File: config.mk
export PLATFORM = sky130hd
export DESIGN_NAME = sim_serial_bridge
export DESIGN_NICKNAME = d
export VERILOG_FILES = /design/src/rtl/sim_serial_bridge.sv
export SDC_FILE = /design/constraint.sdc
export NUM_CORES = 1
export LEC_CHECK = 0
export BUFFER_PORTS_ARGS = -buffer_cell sky130_fd_sc_hd__clkbuf_2
export CORE_ASPECT_RATIO = 0.7
export CORE_UTILIZATION = 59
export CTS_BUF_LIST = sky130_fd_sc_hd__clkbuf_8 sky130_fd_sc_hd__clkbuf_16
export DETAILED_ROUTE_END_ITERATION = 12
export PLACE_DENSITY = 0.82
export SLEW_MARGIN = 40
export SYNTH_ARGS = -nofsm -noshare
export SYNTH_HDL_FRONTEND = slang
export SYNTH_SLANG_ARGS = --single-unit
File: constraint.sdc
create_clock -name clock -period 6.5 [get_ports clock]
set_clock_uncertainty 0.05 [all_clocks]
set_input_delay 0.975 -clock clock [delete_from_list [all_inputs] [get_ports clock]]
set_output_delay 0.975 -clock clock [all_outputs]
set_load 0.01 [all_outputs]
File: src/rtl/sim_serial_bridge.sv
// sim_serial_bridge: simulation-only serial tether between a target's
// serial_out/serial_in channels and a host-side stream pair.
//   - TX path: serial_out -> TX FIFO -> host_tx
//   - RX path: host_rx    -> RX FIFO -> serial_in
//   - In-band exit command on serial_out (EXIT_CMD followed by a code word)
//     raises a sticky exit flag and captures exit_code.
// Optional feature macro: SIM_SERIAL_WATCHDOG_EN. When defined, an idle
// watchdog forces exit with an all-ones code after TIMEOUT_CYCLES quiet
// cycles. When undefined, no watchdog is built.

// Single-clock first-word-fall-through FIFO, no bypass path.
module sim_serial_bridge_fifo #(
  parameter int W     = 32,
  parameter int DEPTH = 8
) (
  input  logic                    clock,
  input  logic                    reset_n,
  input  logic                    in_valid,
  output logic                    in_ready,
  input  logic [W-1:0]            in_bits,
  output logic                    out_valid,
  input  logic                    out_ready,
  output logic [W-1:0]            out_bits,
  output logic [$clog2(DEPTH):0]  count
);

  localparam int            AW        = $clog2(DEPTH);
  localparam logic [AW:0]   FullCount = (AW+1)'(DEPTH);

  logic [W-1:0]  mem_q [DEPTH];
  logic [AW-1:0] wr_ptr_q, wr_ptr_d;
  logic [AW-1:0] rd_ptr_q, rd_ptr_d;
  logic [AW:0]   count_q, count_d;
  logic          push;
  logic          pop;

  // Ready comes only from the registered count, so a pop in the same
  // cycle cannot re-open a full FIFO until the following cycle.
  assign in_ready  = (count_q != FullCount);
  assign out_valid = (count_q != '0);
  assign push      = in_valid && in_ready;
  assign pop       = out_valid && out_ready;
  // Output data is forced to zero whenever nothing is presented.
  assign out_bits  = out_valid ? mem_q[rd_ptr_q] : '0;
  assign count     = count_q;

  // Next-state for pointers and occupancy; pointers wrap naturally at DEPTH.
  always_comb begin
    // NOTE: every combinational output gets a default first so no path
    // leaves it unassigned, which would otherwise infer a latch.
    wr_ptr_d = wr_ptr_q;
    rd_ptr_d = rd_ptr_q;
    count_d  = count_q;
    if (push) wr_ptr_d = wr_ptr_q + 1'b1;
    if (pop)  rd_ptr_d = rd_ptr_q + 1'b1;
    case ({push, pop})
      2'b10:   count_d = count_q + 1'b1;
      2'b01:   count_d = count_q - 1'b1;
      default: count_d = count_q;
    endcase
  end

  // Pointer and occupancy registers with synchronous active-low reset.
  always_ff @(posedge clock) begin
    // NOTE: state registers use non-blocking assignment so every flop
    // samples pre-edge values regardless of statement order.
    if (!reset_n) begin
      wr_ptr_q <= '0;
      rd_ptr_q <= '0;
      count_q  <= '0;
    end else begin
      wr_ptr_q <= wr_ptr_d;
      rd_ptr_q <= rd_ptr_d;
      count_q  <= count_d;
    end
  end

  // Storage array write port.
  always_ff @(posedge clock) begin
    // NOTE: the storage array is deliberately not reset; stale entries are
    // unreachable once the pointers and count are cleared, and out_bits is
    // masked while the FIFO is empty.
    if (push) mem_q[wr_ptr_q] <= in_bits;
  end

endmodule

// Top level: two FIFOs plus the exit-command decoder.
module sim_serial_bridge #(
  parameter int               W              = 32,
  parameter int               DEPTH          = 8,
  parameter logic [W-1:0]     EXIT_CMD       = W'(32'hDEAD_E0E0),
  parameter int               TIMEOUT_CYCLES = 1000000
) (
  input  logic                    clock,
  input  logic                    reset_n,
  input  logic                    serial_out_valid,
  output logic                    serial_out_ready,
  input  logic [W-1:0]            serial_out_bits,
  output logic                    serial_in_valid,
  input  logic                    serial_in_ready,
  output logic [W-1:0]            serial_in_bits,
  output logic                    host_tx_valid,
  input  logic                    host_tx_ready,
  output logic [W-1:0]            host_tx_bits,
  input  logic                    host_rx_valid,
  output logic                    host_rx_ready,
  input  logic [W-1:0]            host_rx_bits,
  output logic                    exit,
  output logic [W-1:0]            exit_code,
  output logic [$clog2(DEPTH):0]  tx_count,
  output logic [$clog2(DEPTH):0]  rx_count
);

  typedef enum logic [1:0] {
    ST_IDLE,
    ST_GOT_CMD,
    ST_DONE
  } state_e;

  state_e       state_q, state_d;
  logic         exit_q, exit_d;
  logic [W-1:0] exit_code_q, exit_code_d;

  logic tx_in_ready;
  logic tx_push;
  logic so_fire;
  logic si_fire;
  logic ht_fire;
  logic hr_fire;
  logic wd_fire;

  // TX path: target words that are not part of the exit sequence.
  sim_serial_bridge_fifo #(.W(W), .DEPTH(DEPTH)) u_tx_fifo (
    .clock     (clock),
    .reset_n   (reset_n),
    .in_valid  (tx_push),
    .in_ready  (tx_in_ready),
    .in_bits   (serial_out_bits),
    .out_valid (host_tx_valid),
    .out_ready (host_tx_ready),
    .out_bits  (host_tx_bits),
    .count     (tx_count)
  );

  // RX path: host words to the target, independent of exit state.
  sim_serial_bridge_fifo #(.W(W), .DEPTH(DEPTH)) u_rx_fifo (
    .clock     (clock),
    .reset_n   (reset_n),
    .in_valid  (host_rx_valid),
    .in_ready  (host_rx_ready),
    .in_bits   (host_rx_bits),
    .out_valid (serial_in_valid),
    .out_ready (serial_in_ready),
    .out_bits  (serial_in_bits),
    .count     (rx_count)
  );

  // serial_out ready depends only on FSM state and TX occupancy.
  always_comb begin
    serial_out_ready = 1'b0;
    case (state_q)
      ST_IDLE:    serial_out_ready = tx_in_ready;
      ST_GOT_CMD: serial_out_ready = 1'b1;
      default:    serial_out_ready = 1'b0;
    endcase
  end

  assign so_fire = serial_out_valid && serial_out_ready;
  assign si_fire = serial_in_valid  && serial_in_ready;
  assign ht_fire = host_tx_valid    && host_tx_ready;
  assign hr_fire = host_rx_valid    && host_rx_ready;

  // Only ordinary words accepted in IDLE reach the TX FIFO.
  assign tx_push = so_fire && (state_q == ST_IDLE) && (serial_out_bits != EXIT_CMD);

`ifdef SIM_SERIAL_WATCHDOG_EN
  localparam int IW = $clog2(TIMEOUT_CYCLES) + 1;
  localparam logic [IW-1:0] IdleLimit = IW'(TIMEOUT_CYCLES - 1);

  logic          any_fire;
  logic [IW-1:0] idle_cnt_q;

  assign any_fire = so_fire || si_fire || ht_fire || hr_fire;
  // Fires on the quiet cycle in which the count has reached its limit; any
  // handshake that cycle (including a GOT_CMD code word) suppresses it.
  assign wd_fire  = (idle_cnt_q == IdleLimit) && !any_fire && !exit_q;

  // Idle counter: cleared by any handshake, counts only while not exited.
  always_ff @(posedge clock) begin
    if (!reset_n) begin
      idle_cnt_q <= '0;
    end else if (any_fire) begin
      idle_cnt_q <= '0;
    end else if (!exit_q && (idle_cnt_q != IdleLimit)) begin
      idle_cnt_q <= idle_cnt_q + 1'b1;
    end
  end
`else
  logic unused_watchdog;

  assign wd_fire         = 1'b0;
  // Handshake strobes and the timeout only matter to the watchdog.
  assign unused_watchdog = si_fire ^ ht_fire ^ hr_fire ^ (TIMEOUT_CYCLES != 0);
`endif

  // Exit-sequence next-state: IDLE -> GOT_CMD -> DONE, left only by reset.
  always_comb begin
    state_d     = state_q;
    exit_d      = exit_q;
    exit_code_d = exit_code_q;
    case (state_q)
      ST_IDLE: begin
        if (so_fire && (serial_out_bits == EXIT_CMD)) state_d = ST_GOT_CMD;
      end
      ST_GOT_CMD: begin
        // Any word here, EXIT_CMD included, is the exit code.
        if (so_fire) begin
          exit_code_d = serial_out_bits;
          exit_d      = 1'b1;
          state_d     = ST_DONE;
        end
      end
      default: state_d = ST_DONE;
    endcase
    if (wd_fire) begin
      exit_code_d = '1;
      exit_d      = 1'b1;
      state_d     = ST_DONE;
    end
  end

  // Exit-sequence registers with synchronous active-low reset.
  always_ff @(posedge clock) begin
    if (!reset_n) begin
      state_q     <= ST_IDLE;
      exit_q      <= 1'b0;
      exit_code_q <= '0;
    end else begin
      state_q     <= state_d;
      exit_q      <= exit_d;
      exit_code_q <= exit_code_d;
    end
  end

  assign exit      = exit_q;
  assign exit_code = exit_code_q;

endmodule

==> metrics <==
Resized cells post-CTS=0; worst-skew pair later-pin latency=roughly 0.55 ns; Main synth FF type=edfxtp_1; Cells after Synth=between 1000 and 1500; diode count=0; status=finished with violations; Netlist Area Pre-Place=roughly 0.022 mm²; Vias/cell=6.085; H-tree levels=2; Post-Syn Area per Cell=roughly 20 µm²; Initial Utilization=about three fifths; crit-path max cell delay=approximately 0.62 ns; clock share of power=a little under a third; clk root buf=clkbuf_16; Comb power frac=between 20% and 30%; Global Route Usage Sum=24.22%; post-route ant nets=0; setup bufs post-CTS=0; Clock Sinks=about 570; # rows=58; Crit Path Class=reg -> out; WL/cell=24.47 µm; PwrDens=355.5 mW/mm²; failing checks=design-rule violations; min cycle time layout=approximately 4 ns; Crit path max-delay family=buffers and inverters; Met1 Wirelength=around 20 mm; fillcell total=~2300; Reg power frac=between 40% and 50%; Setup violations, final=0; vias in the first global route=~12000; Syn-to-layout area delta=14.41%; Rel. slew slack=a little over two fifths; CTS buffer count=about 50; Buffers & Inverters on Critical Path=3; fin nets=1412; Seq/Total Area, Yosys=around three quarters; max-cap violations=0; max-slew violations=0; initial antenna violation count=1; synth unique cells=49; first-pass GRT wire length=around 70 mm; count of input and output buffers=~180; die height=approximately 160 µm; dpl ws=approximately 2.4 ns; WL final=45.33 mm; CP Capture Type=primary output; setup TNS=0 ns; Initial DRT Pass Iterations=9; crit path max fanout=25; Worst-path clk slew=0.07 ns; Tightest Hold Check Type=reg -> reg; Die W=between 200 and 250 µm; grt ovf=0; TritonCTS clock tree=yes; Final Hold Viols=0; via count=~11000; R2R depth=10; Worst-Margin Slew=0.8554 ns; layout cells sized above 1=about a third; highest routed layer=met5; sw frac=26.98%; initial DRC count=946; Worst Hold Depth=2; CTS Hold Bufs=0; period utilization=about three fifths; wire length on met3=3.005 mm; Ports=179; clk buf depth=3; final worst setup slack=2.524 ns; CP Data Arrival Time=a little under 3 ns; # DRC=10; Max Clk Rate=between 200 and 300 MHz; crit-path cells=buf_12 > buf_4 > mux4_2 > mux2i_1 > nor2_1 > clkbuf_2; Syn Nets=between 1000 and 1500; core footprint=~0.036 mm²; Yosys reg bits=~570; hpwl dp=25.71 mm; number of synthesized flops with an enable pin=512; CP required=5.47 ns; RSZ-0062 raised after global routing=false; DR WL met2=21.88 mm; CP max-delay cell=dfxtp_4; Switch Pwr=between 2 and 2.5 mW; most frequent cells in the layout=512 x edfxtp_1, 178 x clkbuf_2, 128 x mux4_2; Leakage=~8.3 nW; largest net degree at the start of global routing=between 60 and 70; Syn. warnings=0; Pint=~6.6 mW; Die Footprint=around 0.038 mm²; commonest non-fill, non-tap cell in the layout=edfxtp_1; Max VDD drop=290.4 µV; CP Launch Type=flop; ys async rst share=0%; critical path depth=6; gp weighted congestion=0.7599
==> tightest hold or removal path, cell delays in order, from the launching register on <==
cell and delay [ns]:
dfxtp_1 0.31, nand2_1 0.05, a21boi_1 0.05
==> state kept, by name, indices dropped and copies added, names as in the netlist, named ones only <==
register	cells
exit_code	32
u_tx_fifo.mem_q	256
u_rx_fifo.rd_ptr_q	3
state_q	2
u_rx_fifo.wr_ptr_q	3
u_tx_fifo.count	4
u_rx_fifo.mem_q	256
exit	1
u_rx_fifo.count	4
u_tx_fifo.wr_ptr_q	3
u_tx_fifo.rd_ptr_q	3
==> area by class of cell <==
class                   count  area, µm²  area share (%)
flip-flops and latches    573      16610           65.50
multi-input cells         486       5356           21.12
clock buffers              56       1368           5.393
repair buffers            207       1150           4.535
well taps                 480      600.6           2.369
clock inverters            39      232.7          0.9178
inverters                  11      41.29          0.1628
==> kinds of logic (layout without fill, tap and decap cells) <==
family | count (synthesis) | count (layout) | share of synthesized area (%)
xor+xnor | 9 | 9 | 0.3557
flops | 573 | 573 | 74.88
buf+inv | 71 | 313 | 1.445
simple gates | 217 | 217 | 4.754
fa+ha+maj | 12 | 12 | 0.7452
compound gates | 47 | 47 | 1.513
mux | 201 | 201 | 16.30
==> cells in the mapped netlist (all sizes together) (5+ instances only) <==
master / instances / area, µm²
a21boi: 34 / 255.2
a21oi: 5 / 28.78
and2: 11 / 68.82
buf: 26 / 148.9
clkbuf: 34 / 130.1
dfxtp: 61 / 1221
edfxtp: 512 / 15370
ha: 10 / 125.1
inv: 11 / 41.29
mux2i: 73 / 730.7
mux4: 128 / 2883
nand2: 80 / 302.8
nand2b: 6 / 37.54
nand3: 6 / 35.03
nor2: 78 / 292.8
nor2b: 7 / 43.79
nor4b: 6 / 58.80
xnor2: 7 / 61.31
==> power by group through the flow <==
| stage | Sequential (mW) | Clock (mW) | Combinational (mW) |
|---|---|---|---|
| detailed placement | 4.38 | 0 | 1.87 |
| floorplan | 4.34 | 0 | 1.21 |
| global route | 4.32 | 3.04 | 2.00 |
| finish | 4.30 | 2.86 | 1.85 |
| global placement | 4.43 | 0 | 1.76 |
| CTS | 4.31 | 2.92 | 1.88 |
==> stage by stage <==
stage          util [%]  hold slack, ns  total power, mW  cells  instance area (µm²)
2_1_floorplan         -          0.4109            5.557   1130                22160
5_1_grt           69.60          0.4335            9.368   1852                25360
3_3_place_gp      65.02          0.3891            6.191   1754                23690
6_report          69.60          0.4084            9.014   1852                25360
3_5_place_dp      65.21          0.3990            6.257   1757                23760
4_1_cts           69.60          0.4079            9.103   1852                25360
==> path summary, 6_finish.rpt <==
| kind | startpoint | to | slack (ns) |
|---|---|---|---|
| setup / recovery | flop | host_tx_bits[7] | 2.52 |
| hold / removal | exit_code[10] | exit_code[10] | 0.41 |
| setup reg to reg | u_tx_fifo.count[0] | u_tx_fifo.count[3] | 3.54 |
| hold reg to reg | exit_code[10] | exit_code[10] | 0.41 |
==> per-layer routing <==
metal	global-route usage, %	up-vias
met4	5.785	2
li1	-	4892
met2	38.29	403
met1	35.94	5901
met5	0	-
met3	3.837	71
(Power assumes the default switching activity.)
